`src/rtl/div_arbiter.sv`:
```
// Two-port round-robin front end for the shared sequential divider: launches a job,
// waits for completion under a watchdog, returns the result. DIV_ARB_ZERO_BYPASS_EN answers b==0 without launching.
module div_arbiter #(
   parameter int W         = 8,
   parameter int START_CYC = 2,
   parameter int TIMEOUT   = 64
) (
   input  logic         clk,
   input  logic         reset,
   input  logic         req0_valid,
   input  logic [W-1:0] req0_a,
   input  logic [W-1:0] req0_b,
   output logic         req0_ready,
   input  logic         req1_valid,
   input  logic [W-1:0] req1_a,
   input  logic [W-1:0] req1_b,
   output logic         req1_ready,
   output logic         rsp_valid0,
   output logic         rsp_valid1,
   output logic [W-1:0] rsp_q,
   output logic [W-1:0] rsp_r,
   output logic         rsp_err,
   output logic         rsp_timeout,
   output logic         dv_start,
   output logic [W-1:0] dv_a,
   output logic [W-1:0] dv_b,
   input  logic [W-1:0] dv_div,
   input  logic [W-1:0] dv_mod,
   input  logic         dv_ready,
   input  logic         dv_err,
   output logic         busy
);

   localparam logic [2:0] S_IDLE   = 3'd0;
   localparam logic [2:0] S_LAUNCH = 3'd1;
   localparam logic [2:0] S_ACK    = 3'd2;
   localparam logic [2:0] S_RUN    = 3'd3;
   localparam logic [2:0] S_DONE   = 3'd4;

   localparam logic [2:0] LAUNCH_LAST = 3'(START_CYC - 1);
   localparam logic [7:0] WD_LIMIT    = 8'(TIMEOUT);

   logic [2:0]   state_q, state_d;
   logic [2:0]   lcnt_q, lcnt_d;
   logic [7:0]   wd_q, wd_d;
   logic         owner_q, owner_d;
   logic         pref_q, pref_d;
   logic [W-1:0] dv_a_q, dv_a_d, dv_b_q, dv_b_d;
   logic         dv_start_q, dv_start_d;
   logic         rsp_valid0_q, rsp_valid0_d, rsp_valid1_q, rsp_valid1_d;
   logic [W-1:0] rsp_quo_q, rsp_quo_d, rsp_rem_q, rsp_rem_d;
   logic         rsp_err_q, rsp_err_d, rsp_timeout_q, rsp_timeout_d;
   logic         busy_q, busy_d;

   logic         grant;
   logic         handshake;
   logic [W-1:0] a_sel, b_sel;
   logic [7:0]   wd_inc;

   // pref_q names the requester that wins a tie; it flips away from every winner
   always_comb begin
      if (req0_valid && !req1_valid) begin
         grant = 1'b0;
      end else if (req1_valid && !req0_valid) begin
         grant = 1'b1;
      end else begin
         grant = pref_q;
      end
   end

   assign req0_ready = (state_q == S_IDLE) && !grant;
   assign req1_ready = (state_q == S_IDLE) && grant;
   assign handshake  = (req0_valid && req0_ready) || (req1_valid && req1_ready);
   assign a_sel      = grant ? req1_a : req0_a;
   assign b_sel      = grant ? req1_b : req0_b;
   assign wd_inc     = wd_q + 8'd1;

   always_comb begin
      state_d       = state_q;
      lcnt_d        = lcnt_q;
      wd_d          = wd_q;
      owner_d       = owner_q;
      pref_d        = pref_q;
      dv_a_d        = dv_a_q;
      dv_b_d        = dv_b_q;
      dv_start_d    = 1'b0;
      rsp_valid0_d  = 1'b0;
      rsp_valid1_d  = 1'b0;
      rsp_quo_d     = rsp_quo_q;
      rsp_rem_d     = rsp_rem_q;
      rsp_err_d     = rsp_err_q;
      rsp_timeout_d = rsp_timeout_q;
      case (state_q)
         S_IDLE: begin
            if (handshake) begin
               owner_d = grant;
               pref_d  = !grant;
               dv_a_d  = a_sel;
               dv_b_d  = b_sel;
               lcnt_d  = 3'd0;
               wd_d    = 8'd0;
`ifdef DIV_ARB_ZERO_BYPASS_EN
               if (b_sel == '0) begin
                  state_d       = S_DONE;
                  rsp_quo_d     = '1;
                  rsp_rem_d     = a_sel;
                  rsp_err_d     = 1'b1;
                  rsp_timeout_d = 1'b0;
                  rsp_valid0_d  = !grant;
                  rsp_valid1_d  = grant;
               end else begin
                  state_d    = S_LAUNCH;
                  dv_start_d = 1'b1;
               end
`else
               state_d    = S_LAUNCH;
               dv_start_d = 1'b1;
`endif
            end
         end
         S_LAUNCH: begin
            if (lcnt_q == LAUNCH_LAST) begin
               state_d = S_ACK;
               wd_d    = 8'd0;
            end else begin
               lcnt_d     = lcnt_q + 3'd1;
               dv_start_d = 1'b1;
            end
         end
         S_ACK, S_RUN: begin
            wd_d = wd_inc;
            // a genuine completion in RUN beats a watchdog expiring on the same edge
            if (state_q == S_RUN && dv_ready) begin
               state_d       = S_DONE;
               rsp_quo_d     = dv_div;
               rsp_rem_d     = dv_mod;
               rsp_err_d     = dv_err;
               rsp_timeout_d = 1'b0;
               rsp_valid0_d  = !owner_q;
               rsp_valid1_d  = owner_q;
            end else if (wd_inc == WD_LIMIT) begin
               state_d       = S_DONE;
               rsp_quo_d     = '0;
               rsp_rem_d     = '0;
               rsp_err_d     = 1'b1;
               rsp_timeout_d = 1'b1;
               rsp_valid0_d  = !owner_q;
               rsp_valid1_d  = owner_q;
            end else if (state_q == S_ACK && !dv_ready) begin
               state_d = S_RUN;
            end
         end
         S_DONE: begin
            state_d = S_IDLE;
         end
         default: begin
            state_d = S_IDLE;
         end
      endcase
      busy_d = (state_d != S_IDLE);
   end

   always_ff @(posedge clk or negedge reset) begin
      if (!reset) begin
         state_q       <= S_IDLE;
         lcnt_q        <= 3'd0;
         wd_q          <= 8'd0;
         owner_q       <= 1'b0;
         pref_q        <= 1'b0;
         dv_a_q        <= '0;
         dv_b_q        <= '0;
         dv_start_q    <= 1'b0;
         rsp_valid0_q  <= 1'b0;
         rsp_valid1_q  <= 1'b0;
         rsp_quo_q     <= '0;
         rsp_rem_q     <= '0;
         rsp_err_q     <= 1'b0;
         rsp_timeout_q <= 1'b0;
         busy_q        <= 1'b0;
      end else begin
         state_q       <= state_d;
         lcnt_q        <= lcnt_d;
         wd_q          <= wd_d;
         owner_q       <= owner_d;
         pref_q        <= pref_d;
         dv_a_q        <= dv_a_d;
         dv_b_q        <= dv_b_d;
         dv_start_q    <= dv_start_d;
         rsp_valid0_q  <= rsp_valid0_d;
         rsp_valid1_q  <= rsp_valid1_d;
         rsp_quo_q     <= rsp_quo_d;
         rsp_rem_q     <= rsp_rem_d;
         rsp_err_q     <= rsp_err_d;
         rsp_timeout_q <= rsp_timeout_d;
         busy_q        <= busy_d;
      end
   end

   assign dv_start    = dv_start_q;
   assign dv_a        = dv_a_q;
   assign dv_b        = dv_b_q;
   assign rsp_valid0  = rsp_valid0_q;
   assign rsp_valid1  = rsp_valid1_q;
   assign rsp_q       = rsp_quo_q;
   assign rsp_r       = rsp_rem_q;
   assign rsp_err     = rsp_err_q;
   assign rsp_timeout = rsp_timeout_q;
   assign busy        = busy_q;

endmodule

```
`config.mk`:
```
export PLATFORM = sky130hd
export DESIGN_NAME = div_arbiter
export DESIGN_NICKNAME = d
export VERILOG_FILES = /design/src/rtl/div_arbiter.sv
export SDC_FILE = /design/constraint.sdc
export NUM_CORES = 1
export LEC_CHECK = 0
export ABC_AREA = 1
export CORE_MARGIN = 2
export CORE_UTILIZATION = 44
export DETAILED_ROUTE_END_ITERATION = 16
export PLACE_DENSITY = 0.79
export SLEW_MARGIN = 40
export SYNTH_ARGS = -nofsm -noshare
export SYNTH_HDL_FRONTEND = slang
export SYNTH_SLANG_ARGS = --single-unit
```
`constraint.sdc`:
```
create_clock -name clk -period 2.3 [get_ports clk]
set_clock_uncertainty 0.15 [all_clocks]
set_input_delay 0.46 -clock clk [delete_from_list [all_inputs] [get_ports clk]]
set_output_delay 0.46 -clock clk [all_outputs]
set_load 0.005 [all_outputs]
```
; ---- Word-level counts from Yosys, hierarchy flattened
; Cells that the tools add are included.
[word_totals]
in_bits = 54
wordCells = 80
out_inout_bits = 40
ff_bits = 54
[op_classes]
addsub = 2
eq_ne = 8
n_reduce_logical = 24
mux = 31
[ops]
columns = operator, count
row1 = 8-bit 2-to-1 mux, 7
row2 = 8-bit one-hot mux with 3 select lines, 1
row3 = 3-bit 2-to-1 mux, 7
row4 = 1-bit 2-to-1 mux, 13
row5 = 3-bit one-hot mux with 3 select lines, 1
row6 = 8-bit by 1-bit adder with 8-bit output (second input constant), 1
row7 = 8-bit by 7-bit == test with 1-bit output (second input constant), 1
row8 = 1-bit logical AND, 8
row9 = 3-bit by 1-bit == test with 1-bit output (second input constant), 2
row10 = 3-bit by 2-bit == test with 1-bit output (second input constant), 2
row11 = 2-bit != test (second input constant), 3
row12 = 3-bit one-hot mux with 2 select lines, 1
row13 = 3-bit AND reduction, 2
row14 = 3-bit nonzero test, 2
row15 = 1-bit logical NOT, 5
row16 = 2-bit AND reduction, 2
row17 = 2-bit nonzero test, 2
row18 = 3-bit by 1-bit adder with 3-bit output (second input constant), 1
row19 = 3-bit logical NOT, 1
row20 = 1-bit one-hot mux with 2 select lines, 1
row21 = 2-bit OR reduction, 1
row22 = 1-bit logical OR, 1

; ---- Depth between registers and ports, before layout
[depth]
ltp_word = 11
depth_mapped = 11
depth_no_buf = 11

; ---- Worst setup path before layout
; OpenSTA, ideal clock, no wires.
[synth_path]
path_type = register to register
start = register wd_q[0]
end = register rsp_quo_q[2] (netlist: rsp_q[2])
slack_ns = 0.520
t_required_ns = 2.033
stages_incl_launch_ff = 10
synth_period_minus_slack_ns = 1.780
path_buffers = 1
arrival_ns = 1.513
setup_ns = 0.117
path_cell_list = dfrtp_1 -> ha_1 -> nand3_2 -> o21bai_1 -> nand2_1 -> nor2_4 -> nand3_4 -> buf_6 -> nand3_1 -> nand2_1
[synth_between]
elab_chain_len = 4
[synth_lines]
columns = element, line_no
row1 = "start, declared", 45  ; logic [7:0] wd_q, wd_d;
row2 = "start signal, assigned", 183  ; wd_q <= wd_d;
row3 = 8-bit by 1-bit adder with 8-bit output, 76  ; assign wd_inc = wd_q + 8'd1;
row4 = 8-bit by 7-bit == test with 1-bit output, 141  ; end else if (wd_inc == WD_LIMIT) begin
row5 = 2-bit nonzero test (no line), -
row6 = 2-bit AND reduction (no line), -
row7 = "end signal, assigned", 191  ; rsp_quo_q <= rsp_quo_d;
row8 = "end, declared", 51  ; logic [W-1:0] rsp_quo_q, rsp_quo_d, rsp_rem_q, rsp_rem_d;
; Every way passes these cells.
; A chain may end at the register's enable or synchronous reset.

; ---- Worst setup path after layout
[layout_path]
start = input port req0_valid
end = output port req0_ready
[layout_between]
elab_chain_len = 6
word_cells_on_any_way = 7
classes_between = mux (2) / reduce/logical (5)
[layout_lines]
columns = element, line_no
row1 = "start, declared", 10  ; input logic req0_valid,
row2 = 1-bit logical NOT, 64  ; end else if (req1_valid && !req0_valid) begin
row3 = 1-bit logical AND, 64
row4 = 1-bit 2-to-1 mux, 64
row5 = 1-bit 2-to-1 mux *, 62  ; if (req0_valid && !req1_valid) begin
row6 = 1-bit logical NOT *, 71  ; assign req0_ready = (state_q == S_IDLE) && !grant;
row7 = 1-bit logical AND *, 71
row8 = "end, declared", 13  ; output logic req0_ready,
; Every way passes the cells marked *; elsewhere a longest branch is shown, timed or not.

==> impl_metrics.py <==
metrics = {
    "outcome": {
        "outcome": "completed",
    },
    "sta": {
        "final-setup-viol-count": 0,
        "worst_slew_pin_slew_ns": 0.587,
        "slew_viol_final": 0,
        "hold_viol_final": 0,
        "relSlewSlack_pct": 60.8,
        "finalCriticalPeriod_ns": 2.08,
        "period_share_pct": 90.2,
        "grt_setup_unrepaired": "false",
        "timing.final.ws_setup_ns": 0.225,
        "fmax_mhz": 482,
        "tns_ns": 0,
    },
    "finish": {
        "diodes": 0,
        "fillers": 470,
        "postLayoutCellArea_um2": 3750,
        "fin_nets": 451,
        "final_common_cell": "nand2_1",
        "drive_gt1_share_pct": 12.4,
        "final_cell_mix": "nand2_1, clkdlybuf4s50_1, dfrtp_1",
        "area_growth_pct": 46.7,
        "final_cells": 466,
    },
    "critical_path": {
        "cp_num_cells": 6,
        "crit_family": "buffers and inverters",
        "worstPathArrival_ns": 1.47,
        "worstSetupEndpoint": "req0_ready",
        "path_max_fanout": 3,
        "reg2reg_depth": 11,
        "r2r_end": "rsp_err",
        "max_stage_delay_ns": 0.50,
        "crit_chain": "clkdlybuf4s50_1 -> o21ai_2 -> o21ai_2 -> inv_1 -> nor2_1 -> dlygate4sd2_1",
        "r2r_start": "wd_q[0]",
        "crit_top_cell": "o21ai_2",
        "required_ns": 1.69,
        "worstSetupEndpointType": "output pin",
        "critical_path_class": "in -> out",
        "critPathLaunch": "req0_valid",
        "cp.buffers_inverters": 3,
        "start_kind": "input port",
        "r2r_slack_ns": 0.33,
        "crit_path_top_delay_cell": "clkdlybuf4s50_1",
    },
    "logic_synthesis": {
        "ys_seq_elements": 54,
        "ys_seq_area_share_pct": 52.9,
        "syn_area_per_cell_um2": 8.81,
        "syn-num-nets": 348,
        "ys.warnings.count": 0,
        "synth_area_um2": 2550,
        "ys_types": 29,
        "synthCells": 290,
    },
    "die": {
        "die_h_um": 80.2,
        "die_area_um2": 6430,
        "io_pins": 94,
        "rows": 27,
        "core_area_um2": 5540,
        "initial_core_util_pct": 46.1,
        "die_w_um": 80.2,
    },
    "drt": {
        "vias": 2282,
        "drt-initial-drc-count": 126,
        "wl_um": 5860,
        "wl_met3_um": 532,
        "top_layer": "met3",
        "dr.pass1.iters": 4,
        "ant_nets": 0,
        "wl_met2_um": 2930,
        "route.detailed.drc": 0,
        "drt-met1-wl_um": 2390,
        "routed_via_density": 4.90,
        "avgRoutedWirePerCell_um": 12.6,
    },
    "power_and_ir_drop": {
        "power_frac_seq_pct": 40.5,
        "leakage_nw": 1.77,
        "swShare_pct": 34.5,
        "internal-power_mw": 2.48,
        "p_per_area_nw_per_um2": 1010,
        "peakVddDrop_mv": 0.546,
        "comb_power_share_pct": 44.4,
        "clockPowerShare_pct": 15.1,
        "p_switching_mw": 1.31,
        "p_total_mw": 3.79,
    },
    "cts": {
        "clk_pin_slew_ns": 0.09,
        "cts_sinks": 54,
        "clk_latency_ns": 0.30,
        "cts_tree": "done",
        "cts-root-buf": "clkbuf_8",
        "htreeDepth": 2,
        "cts_made_buffers": 5,
        "clock_path_buffers": 2,
    },
    "grt": {
        "antenna_found_initial": 0,
        "grt_max_degree": 30,
        "grt_pass1_wl_um": 10200,
        "grtUsageTotal_pct": 20.3,
        "grt_pass1_vias": 2293,
        "overflow": 0,
    },
    "placed_design": {
        "post-place-ws_ns": -0.246,
        "placed_cells": 456,
        "dpl.hpwl_um": 4480,
        "dpl_cell_area_um2": 3600,
        "numPortBuffers": 93,
        "gp_congestion": 0.763,
    },
    "job": {
        "maxCapViolations": 0,
    },
    "min_path": {
        "hold_path.class": "in -> async",
    },
}
-- what timing repair did --
| item | in CTS | in global routing |
|---|---|---|
| endpoints found under the setup margin | 2 | 3 |
| hold buffers | 0 | 0 |
| gates resized for setup | 5 | 1 |
| buffers inserted | 0 | 2 |
| endpoints found under the hold margin | 0 | 0 |
| pin swaps | 1 | 0 |
-- through the flow --
step	util, %	hold slack [ns]
final	67.6	0.00725
after detailed placement	64.9	0.268
after global placement	64.9	0.256
after CTS	66.8	0.0175
after floorplan	-	0.0144
after global routing	67.6	0.0407
-- registers in the layout, summed over array words and instances (netlist names) --
name / cells
rsp_valid0: 1
pref_q: 1
state_q: 3
dv_a: 8
wd_q: 8
rsp_timeout: 1
lcnt_q: 3
rsp_err: 1
owner_q: 1
dv_b: 8
rsp_valid1: 1
dv_start: 1
busy: 1
rsp_r: 8
rsp_q: 8
-- logic make-up (layout without fill, tap and decap cells) --
| logic type | count (synthesis) | count (layout) | synth area share [%] |
|---|---|---|---|
| simple gates | 177 | 177 | 33.6 |
| compound gates | 20 | 20 | 5.19 |
| buf+inv | 35 | 139 | 6.37 |
| fa+ha+maj | 4 | 4 | 1.96 |
| flops | 54 | 54 | 52.9 |
-- cell usage after synthesis, drive strengths merged --
master | number | share of area, %
o21bai | 1 | 0.29
nand3 | 46 | 11
buf | 8 | 2.4
clkbuf | 2 | 0.29
dfrtp | 54 | 53
nand4 | 3 | 0.74
nand2 | 112 | 17
a21oi | 5 | 1.4
ha | 4 | 2.0
nor3 | 4 | 2.3
o21ai | 10 | 2.1
or2 | 1 | 0.25
and3 | 1 | 0.25
inv | 25 | 3.7
nand3b | 1 | 0.29
a22o | 4 | 1.4
nor2 | 9 | 2.0
-- power groups by stage --
| stage | clock (mW) | combinational, mW | sequential [mW] |
|---|---|---|---|
| 6_report | 0.573 | 1.68 | 1.54 |
| 5_1_grt | 0.636 | 1.89 | 1.58 |
| 4_1_cts | 0.595 | 1.71 | 1.53 |
| 3_5_place_dp | 0 | 1.71 | 1.55 |
| 3_3_place_gp | 0 | 1.66 | 1.54 |
| 2_1_floorplan | 0 | 0.783 | 1.54 |
-- cell type report --
| type | instances | area (µm²) | share of cell area [%] |
|---|---|---|---|
| sequential | 54 | 1350 | 36.1 |
| multi-input combinational | 201 | 1040 | 27.9 |
| clock buffer | 7 | 96.3 | 2.57 |
| clock inverter | 1 | 8.76 | 0.234 |
| inverter | 25 | 93.8 | 2.51 |
| tap | 72 | 90.1 | 2.40 |
| timing repair buffer | 106 | 1060 | 28.3 |
-- metal layers --
metal / global-route usage, % / up-vias
li1: - / 1129
met1: 24.6 / 1067
met2: 34.5 / 86
met3: 7.42 / 0
met4: 4.92 / 0
met5: 0 / -
-- how the worst min path moves through the flow --
| stage | from | to | slack (ns) | cells after the start |
|---|---|---|---|---|
| 6_report | reset | rsp_r[1] | 0.007 | 1 |
| 5_1_grt | reset | rsp_r[1] | 0.04 | 1 |
| 4_1_cts | reset | rsp_q[6] | 0.02 | 1 |
| 3_5_place_dp | owner_q | rsp_valid0 | 0.27 | 1 |
| 3_3_place_gp | owner_q | rsp_valid0 | 0.26 | 1 |
| 2_1_floorplan | reset | busy | 0.01 | 0 |
(Power assumes the default switching activity.)
